**config.mk**
```make
export PLATFORM = sky130hd
export DESIGN_NAME = ulpi_reg_ctrl_flat
export DESIGN_NICKNAME = d
export VERILOG_FILES = /design/src/rtl/ulpi_reg_ctrl_if.sv /design/src/rtl/ulpi_reg_ctrl.sv /design/src/flat_wrapper.sv
export SDC_FILE = /design/constraint.sdc
export NUM_CORES = 1
export LEC_CHECK = 0
export BUFFER_PORTS_ARGS = -buffer_cell sky130_fd_sc_hd__buf_2
export CORE_MARGIN = 2
export CORE_UTILIZATION = 57
export DETAILED_ROUTE_END_ITERATION = 16
export GPL_TIMING_DRIVEN = 0
export MAX_ROUTING_LAYER = met4
export PLACE_DENSITY = 0.88
export REMOVE_ABC_BUFFERS = 1
export SKIP_LAST_GASP = 1
export SLEW_MARGIN = 10
export SYNTH_ARGS = -nofsm -noshare
export SYNTH_HDL_FRONTEND = slang
export SYNTH_SLANG_ARGS = --single-unit
```
**constraint.sdc**
```tcl
create_clock -name clk -period 5.2 [get_ports clk]
set_clock_uncertainty 0.1 [all_clocks]
set_input_delay 0.26 -clock clk [delete_from_list [all_inputs] [get_ports clk]]
set_output_delay 0.26 -clock clk [all_outputs]
set_load 0.01 [all_outputs]
```
**src/rtl/ulpi_reg_ctrl_if.sv**
```systemverilog
// Signal bundle between the ULPI register engine, the PHY pads and the link control FSM.
// master: the register engine itself; slave: the surrounding pads/control logic.
interface ulpi_reg_ctrl_if;
  logic [7:0] ulpi_din;
  logic [7:0] ulpi_dout;
  logic       ulpi_oe;
  logic       ulpi_dir;
  logic       ulpi_nxt;
  logic       ulpi_stp;
  logic       req;
  logic       we;
  logic [5:0] addr;
  logic [7:0] wdata;
  logic       ack;
  logic       err;
  logic [7:0] rdata;
  logic       rxcmd_valid;
  logic [7:0] rxcmd;

  modport master (
    input  ulpi_din, ulpi_dir, ulpi_nxt, req, we, addr, wdata,
    output ulpi_dout, ulpi_oe, ulpi_stp, ack, err, rdata, rxcmd_valid, rxcmd
  );

  modport slave (
    output ulpi_din, ulpi_dir, ulpi_nxt, req, we, addr, wdata,
    input  ulpi_dout, ulpi_oe, ulpi_stp, ack, err, rdata, rxcmd_valid, rxcmd
  );
endinterface

```
**src/rtl/ulpi_reg_ctrl.sv**
```systemverilog
// ULPI link-side register access engine: serialises register writes/reads into TXCMD
// sequences with bus-turnaround handling, and captures RXCMD bytes from the PHY.
module ulpi_reg_ctrl #(
  parameter int unsigned NXT_TIMEOUT = 255
) (
  input logic             clk,
  input logic             rst_n,
  ulpi_reg_ctrl_if.master bus
);

  localparam int unsigned CntW = $clog2(NXT_TIMEOUT + 1);

  typedef enum logic [2:0] {
    StIdle,
    StTxcmd,
    StWdata,
    StStp,
    StRdTurn,
    StRdData
  } state_e;

  state_e          state_q, state_d;
  logic [CntW-1:0] cnt_q, cnt_d;
  logic [7:0]      txcmd_q, txcmd_d;
  logic [7:0]      wdata_q, wdata_d;
  logic [7:0]      rdata_q, rdata_d;
  logic [7:0]      rxcmd_q;
  logic            we_q, we_d;
  logic            abort_q, abort_d;
  logic            ack_q, ack_d;
  logic            err_q, err_d;
  logic            dir_q;
  logic            rxcmd_valid_q;
  logic            dir_rise;
  logic            timeout;
  logic            rxcmd_cap;
  logic            link_owns_bus;

  assign dir_rise  = bus.ulpi_dir && !dir_q;
  assign timeout   = cnt_q == CntW'(NXT_TIMEOUT - 1);
  // Register read data also arrives with DIR=1/NXT=0; it must not be taken as an RXCMD.
  assign rxcmd_cap = bus.ulpi_dir && dir_q && !bus.ulpi_nxt && (state_q != StRdData);

  always_comb begin
    state_d = state_q;
    txcmd_d = txcmd_q;
    wdata_d = wdata_q;
    rdata_d = rdata_q;
    we_d    = we_q;
    abort_d = abort_q;
    ack_d   = 1'b0;
    err_d   = 1'b0;

    unique case (state_q)
      StIdle: begin
        // ack_q blocks re-accepting the request that is still held during its own ACK
        if (bus.req && !bus.ulpi_dir && !dir_q && !ack_q) begin
          state_d = StTxcmd;
          txcmd_d = {1'b1, ~bus.we, bus.addr};
          wdata_d = bus.wdata;
          we_d    = bus.we;
          abort_d = 1'b0;
        end
      end
      StTxcmd: begin
        if (bus.ulpi_dir) begin
          state_d = StIdle;
        end else if (bus.ulpi_nxt) begin
          state_d = we_q ? StWdata : StRdTurn;
        end else if (timeout) begin
          state_d = StStp;
          abort_d = 1'b1;
        end
      end
      StWdata: begin
        if (bus.ulpi_dir) begin
          state_d = StIdle;
          ack_d   = 1'b1;
          err_d   = 1'b1;
        end else if (bus.ulpi_nxt) begin
          state_d = StStp;
        end else if (timeout) begin
          state_d = StStp;
          abort_d = 1'b1;
        end
      end
      StStp: begin
        state_d = StIdle;
        ack_d   = 1'b1;
        err_d   = abort_q;
      end
      StRdTurn: begin
        if (dir_rise) begin
          state_d = StRdData;
        end else if (timeout) begin
          state_d = StIdle;
          ack_d   = 1'b1;
          err_d   = 1'b1;
        end
      end
      StRdData: begin
        state_d = StIdle;
        rdata_d = bus.ulpi_din;
        ack_d   = 1'b1;
      end
      default: state_d = StIdle;
    endcase

    cnt_d = cnt_q;
    if (state_d != state_q) begin
      cnt_d = '0;
    end else if (state_q inside {StTxcmd, StWdata, StRdTurn}) begin
      cnt_d = cnt_q + 1'b1;
    end
  end

  always_ff @(posedge clk or negedge rst_n) begin
    if (!rst_n) begin
      state_q       <= StIdle;
      cnt_q         <= '0;
      txcmd_q       <= 8'h00;
      wdata_q       <= 8'h00;
      rdata_q       <= 8'h00;
      rxcmd_q       <= 8'h00;
      we_q          <= 1'b0;
      abort_q       <= 1'b0;
      ack_q         <= 1'b0;
      err_q         <= 1'b0;
      dir_q         <= 1'b0;
      rxcmd_valid_q <= 1'b0;
    end else begin
      state_q       <= state_d;
      cnt_q         <= cnt_d;
      txcmd_q       <= txcmd_d;
      wdata_q       <= wdata_d;
      rdata_q       <= rdata_d;
      we_q          <= we_d;
      abort_q       <= abort_d;
      ack_q         <= ack_d;
      err_q         <= err_d;
      dir_q         <= bus.ulpi_dir;
      rxcmd_valid_q <= rxcmd_cap;
      if (rxcmd_cap) begin
        rxcmd_q <= bus.ulpi_din;
      end
    end
  end

  // Output enable is gated combinationally by DIR so the link never fights the PHY.
  assign link_owns_bus = (state_q inside {StTxcmd, StWdata, StStp}) && !bus.ulpi_dir && !dir_q;

  always_comb begin
    bus.ulpi_dout = 8'h00;
    if (state_q == StTxcmd) begin
      bus.ulpi_dout = txcmd_q;
    end else if (state_q == StWdata) begin
      bus.ulpi_dout = wdata_q;
    end
  end

  assign bus.ulpi_oe     = link_owns_bus;
  assign bus.ulpi_stp    = state_q == StStp;
  assign bus.ack         = ack_q;
  assign bus.err         = err_q;
  assign bus.rdata       = rdata_q;
  assign bus.rxcmd_valid = rxcmd_valid_q;
  assign bus.rxcmd       = rxcmd_q;

endmodule

```
**src/flat_wrapper.sv**
```systemverilog
// flat-port wrapper written by rule: the top's interface ports become plain ports
module ulpi_reg_ctrl_flat 
#(
  parameter int unsigned NXT_TIMEOUT = 255
)
  (clk, rst_n, bus_ulpi_din, bus_ulpi_dir, bus_ulpi_nxt, bus_req, bus_we, bus_addr, bus_wdata, bus_ulpi_dout, bus_ulpi_oe, bus_ulpi_stp, bus_ack, bus_err, bus_rdata, bus_rxcmd_valid, bus_rxcmd);
  ulpi_reg_ctrl_if bus_i ();
  input logic clk;
  input logic rst_n;
  input wire logic [$bits(bus_i.ulpi_din)-1:0] bus_ulpi_din;
  input wire logic [$bits(bus_i.ulpi_dir)-1:0] bus_ulpi_dir;
  input wire logic [$bits(bus_i.ulpi_nxt)-1:0] bus_ulpi_nxt;
  input wire logic [$bits(bus_i.req)-1:0] bus_req;
  input wire logic [$bits(bus_i.we)-1:0] bus_we;
  input wire logic [$bits(bus_i.addr)-1:0] bus_addr;
  input wire logic [$bits(bus_i.wdata)-1:0] bus_wdata;
  output wire logic [$bits(bus_i.ulpi_dout)-1:0] bus_ulpi_dout;
  output wire logic [$bits(bus_i.ulpi_oe)-1:0] bus_ulpi_oe;
  output wire logic [$bits(bus_i.ulpi_stp)-1:0] bus_ulpi_stp;
  output wire logic [$bits(bus_i.ack)-1:0] bus_ack;
  output wire logic [$bits(bus_i.err)-1:0] bus_err;
  output wire logic [$bits(bus_i.rdata)-1:0] bus_rdata;
  output wire logic [$bits(bus_i.rxcmd_valid)-1:0] bus_rxcmd_valid;
  output wire logic [$bits(bus_i.rxcmd)-1:0] bus_rxcmd;
  assign bus_i.ulpi_din = bus_ulpi_din;
  assign bus_i.ulpi_dir = bus_ulpi_dir;
  assign bus_i.ulpi_nxt = bus_ulpi_nxt;
  assign bus_i.req = bus_req;
  assign bus_i.we = bus_we;
  assign bus_i.addr = bus_addr;
  assign bus_i.wdata = bus_wdata;
  assign bus_ulpi_dout = bus_i.ulpi_dout;
  assign bus_ulpi_oe = bus_i.ulpi_oe;
  assign bus_ulpi_stp = bus_i.ulpi_stp;
  assign bus_ack = bus_i.ack;
  assign bus_err = bus_i.err;
  assign bus_rdata = bus_i.rdata;
  assign bus_rxcmd_valid = bus_i.rxcmd_valid;
  assign bus_rxcmd = bus_i.rxcmd;
  ulpi_reg_ctrl #(.NXT_TIMEOUT(NXT_TIMEOUT)) u_core (.clk(clk), .rst_n(rst_n), .bus(bus_i));
endmodule
```
==> impl_metrics.json <==
{
  "startpoint_type": "flop",
  "cts.clk_slew.worst_paths_ps": 90,
  "status": "finished clean",
  "clockRootBuffer": "clkbuf_8",
  "cts.sinks": 49,
  "cts_resized": 0,
  "syn_area_sq_um": 2290,
  "swShare_pct": 34.4,
  "slew_headroom_pct": 29.7,
  "worst_hold_path_type": "in2async",
  "ys_seq_area_share_pct": 53.6,
  "yosysUniqueCellTypes": 43,
  "grt_antenna_before_repair": 0,
  "cap_violations": 0,
  "rrSetupSlack_ps": 2750,
  "async_flop_share_pct": 100,
  "finalWirelength_microns": 4320,
  "power_frac_comb_pct": 33.0,
  "tightestPinTransition_ps": 1060,
  "area_growth_pct": 16.4,
  "fin_crit_sh_pct": 47.2,
  "grt_use_total_pct": 21.1,
  "holdWs_ps": 38.0,
  "via_count": 1612,
  "cp.required_ps": 5300,
  "slew_viol_final": 0,
  "pin_count": 57,
  "synth_warnings": 0,
  "insertion_delay_ps": 310,
  "critPathKind": "reg2reg",
  "grt-ovfl-total": 0,
  "drcViolationCount": 0,
  "wl_per_cell_microns": 14.8,
  "stdcell_area_sq_um": 2660,
  "p_leak_nw": 1.28,
  "ctsLongestPathBuffers": 2,
  "tns_ps": 0,
  "p_sw_w": 0.000429,
  "synthCells": 188,
  "via_per_inst": 5.54,
  "cts_setup_buffers": 0,
  "drt_iter0_markers": 81,
  "max_freq_mhz": 408,
  "synth.area.top_cells": "dfrtp_1 54%, mux2_2 16%, nor2_1 3.1%",
  "gp_congestion": 0.841,
  "synth_top_cell_by_area": "dfrtp_1",
  "ant_nets": 0,
  "reg2reg_depth": 4,
  "worstPathMaxFanout": 14,
  "io_buffers": 56,
  "powerDensity_nw_per_um2": 468,
  "synth_edf_count": 0,
  "cts_tree": "built",
  "hpwl_microns": 2990,
  "endpoint": "u_core.bus.rxcmd[6]",
  "placementRows": 23,
  "drive_gt1_share_pct": 43.6,
  "first_pass_iters": 4,
  "cp-end-kind": "flop",
  "placed_cell_area_sq_um": 2570,
  "hold_viol": 0,
  "die_area_sq_um": 4540,
  "yosysMostFrequentCell": "dfrtp_1",
  "fillers": 301,
  "synth.top_cell.area_share_pct": 53.6,
  "diodes": 0,
  "cts_buffers": 5,
  "synthFlopType": "dfrtp_1",
  "startpoint": "u_core.state_q[1]",
  "vdd_drop_max_uv": 293,
  "setup_viol": 0,
  "grt_pass1_wl_microns": 6800,
  "ys_seq_elements": 49,
  "core_area_sq_um": 3940,
  "rsz0062_at_grt": "no",
  "start_util_pct": 58.0,
  "syn_area_per_cell_sq_um": 12.2,
  "cp.arrival_ps": 2550,
  "grt_max_degree": 50,
  "r2r_start": "u_core.state_q[1]",
  "hold_buffers": 0,
  "die-height_microns": 67.3,
  "finalNetCount": 270,
  "p_seq_share_pct": 48.6,
  "r2r-end": "u_core.bus.rxcmd[6]",
  "period_needed_ps": 2450,
  "grt_pass1_vias": 1515,
  "die_w_microns": 67.3,
  "p_clk_share_pct": 18.4,
  "intPower_w": 0.000816,
  "synth_commonest_cells": "49 x dfrtp_1, 32 x mux2_2, 19 x nor2_1, 8 x a22oi_1, 6 x nand3_1",
  "htree_num_levels": 2
}
==> cells in the final DEF (no fill, tap or decap), types with 4 or more instances in the layout <==
cell,synthesis,layout
nand2_1,5,5
a21oi_1,4,4
buf_2,4,56
mux2_2,32,32
nor2_1,19,19
nand3_1,6,6
inv_1,4,4
a22oi_1,8,8
clkbuf_8,0,5
dfrtp_1,49,49
xor2_1,5,5
==> logic make-up after synthesis <==
kind of cell | after synthesis | share of synthesized area (%)
AOI/OAI and AO/OA | 26 | 8.37
xor gates and xnor gates | 7 | 2.68
adders and majority gates | 2 | 1.09
buffers and inverters | 15 | 3.34
DFF | 49 | 53.6
muxes | 34 | 17.2
and+or+nand+nor | 55 | 13.7
==> per-stage QoR <==
step	cells	total power, W	utilization, %	setup WS [ps]
after floorplan	177	0.000876	-	3190
after CTS	291	0.00126	67.5	2750
after global placement	283	0.00100	65.2	2830
final	291	0.00124	67.5	2750
after detailed placement	283	0.00103	65.2	2780
after global routing	291	0.00133	67.5	2520
==> worst max-delay path, cell delays in order (launching register included) <==
cell	delay, ps
dfrtp_1	630
and2b_1	410
nand2_2	300
and4b_1	510
mux2_2	400
==> flip-flops by register name, indices dropped and copies added, names as in the netlist <==
| name | count |
|---|---|
| u_core.txcmd_q | 8 |
| u_core.bus.ack | 1 |
| u_core.bus.rdata | 8 |
| u_core.bus.err | 1 |
| u_core.wdata_q | 8 |
| u_core.abort_q | 1 |
| u_core.we_q | 1 |
| u_core.bus.rxcmd | 8 |
| u_core.bus.rxcmd_valid | 1 |
| u_core.dir_q | 1 |
| u_core.cnt_q | 8 |
| u_core.state_q | 3 |
==> area by class of cell <==
type	instances	area (sq um)	area share, %
Tap cell	50	62.6	2.35
Inverter	4	15.0	0.564
Sequential cell	49	1230	46.1
Multi-Input combinational cell	124	985	37.0
Timing Repair Buffer	56	280	10.5
Clock inverter	3	25.0	0.940
Clock buffer	5	68.8	2.58
==> worst min path at each step <==
stage / slack [ps] / depth (start not counted) / to / start
floorplan: -140 / 0 / u_core.abort_q / rst_n
global placement: 350 / 1 / u_core.txcmd_q[7] / u_core.txcmd_q[7]
detailed placement: 360 / 1 / u_core.txcmd_q[7] / u_core.txcmd_q[7]
CTS: 50 / 1 / u_core.dir_q / bus_ulpi_dir
global route: 50 / 1 / u_core.dir_q / bus_ulpi_dir
finish: 40 / 1 / u_core.cnt_q[5] / rst_n
==> per-layer routing <==
metal / track usage (%) / part of all wire (%)
met4: 11.5 / 2.0
met3: 4.17 / 4.4
met2: 32.3 / 49
met5: - / 0
met1: 26.5 / 44
==> power groups by stage <==
stage          Sequential (W)  Combinational, W  Clock (W)
5_1_grt              0.000621          0.000458   0.000249
2_1_floorplan        0.000613          0.000263          0
3_3_place_gp         0.000602          0.000399          0
4_1_cts              0.000603          0.000417   0.000235
3_5_place_dp         0.000612          0.000415          0
6_report             0.000605          0.000411   0.000229
Note: power is estimated with default switching activity, not from simulation.
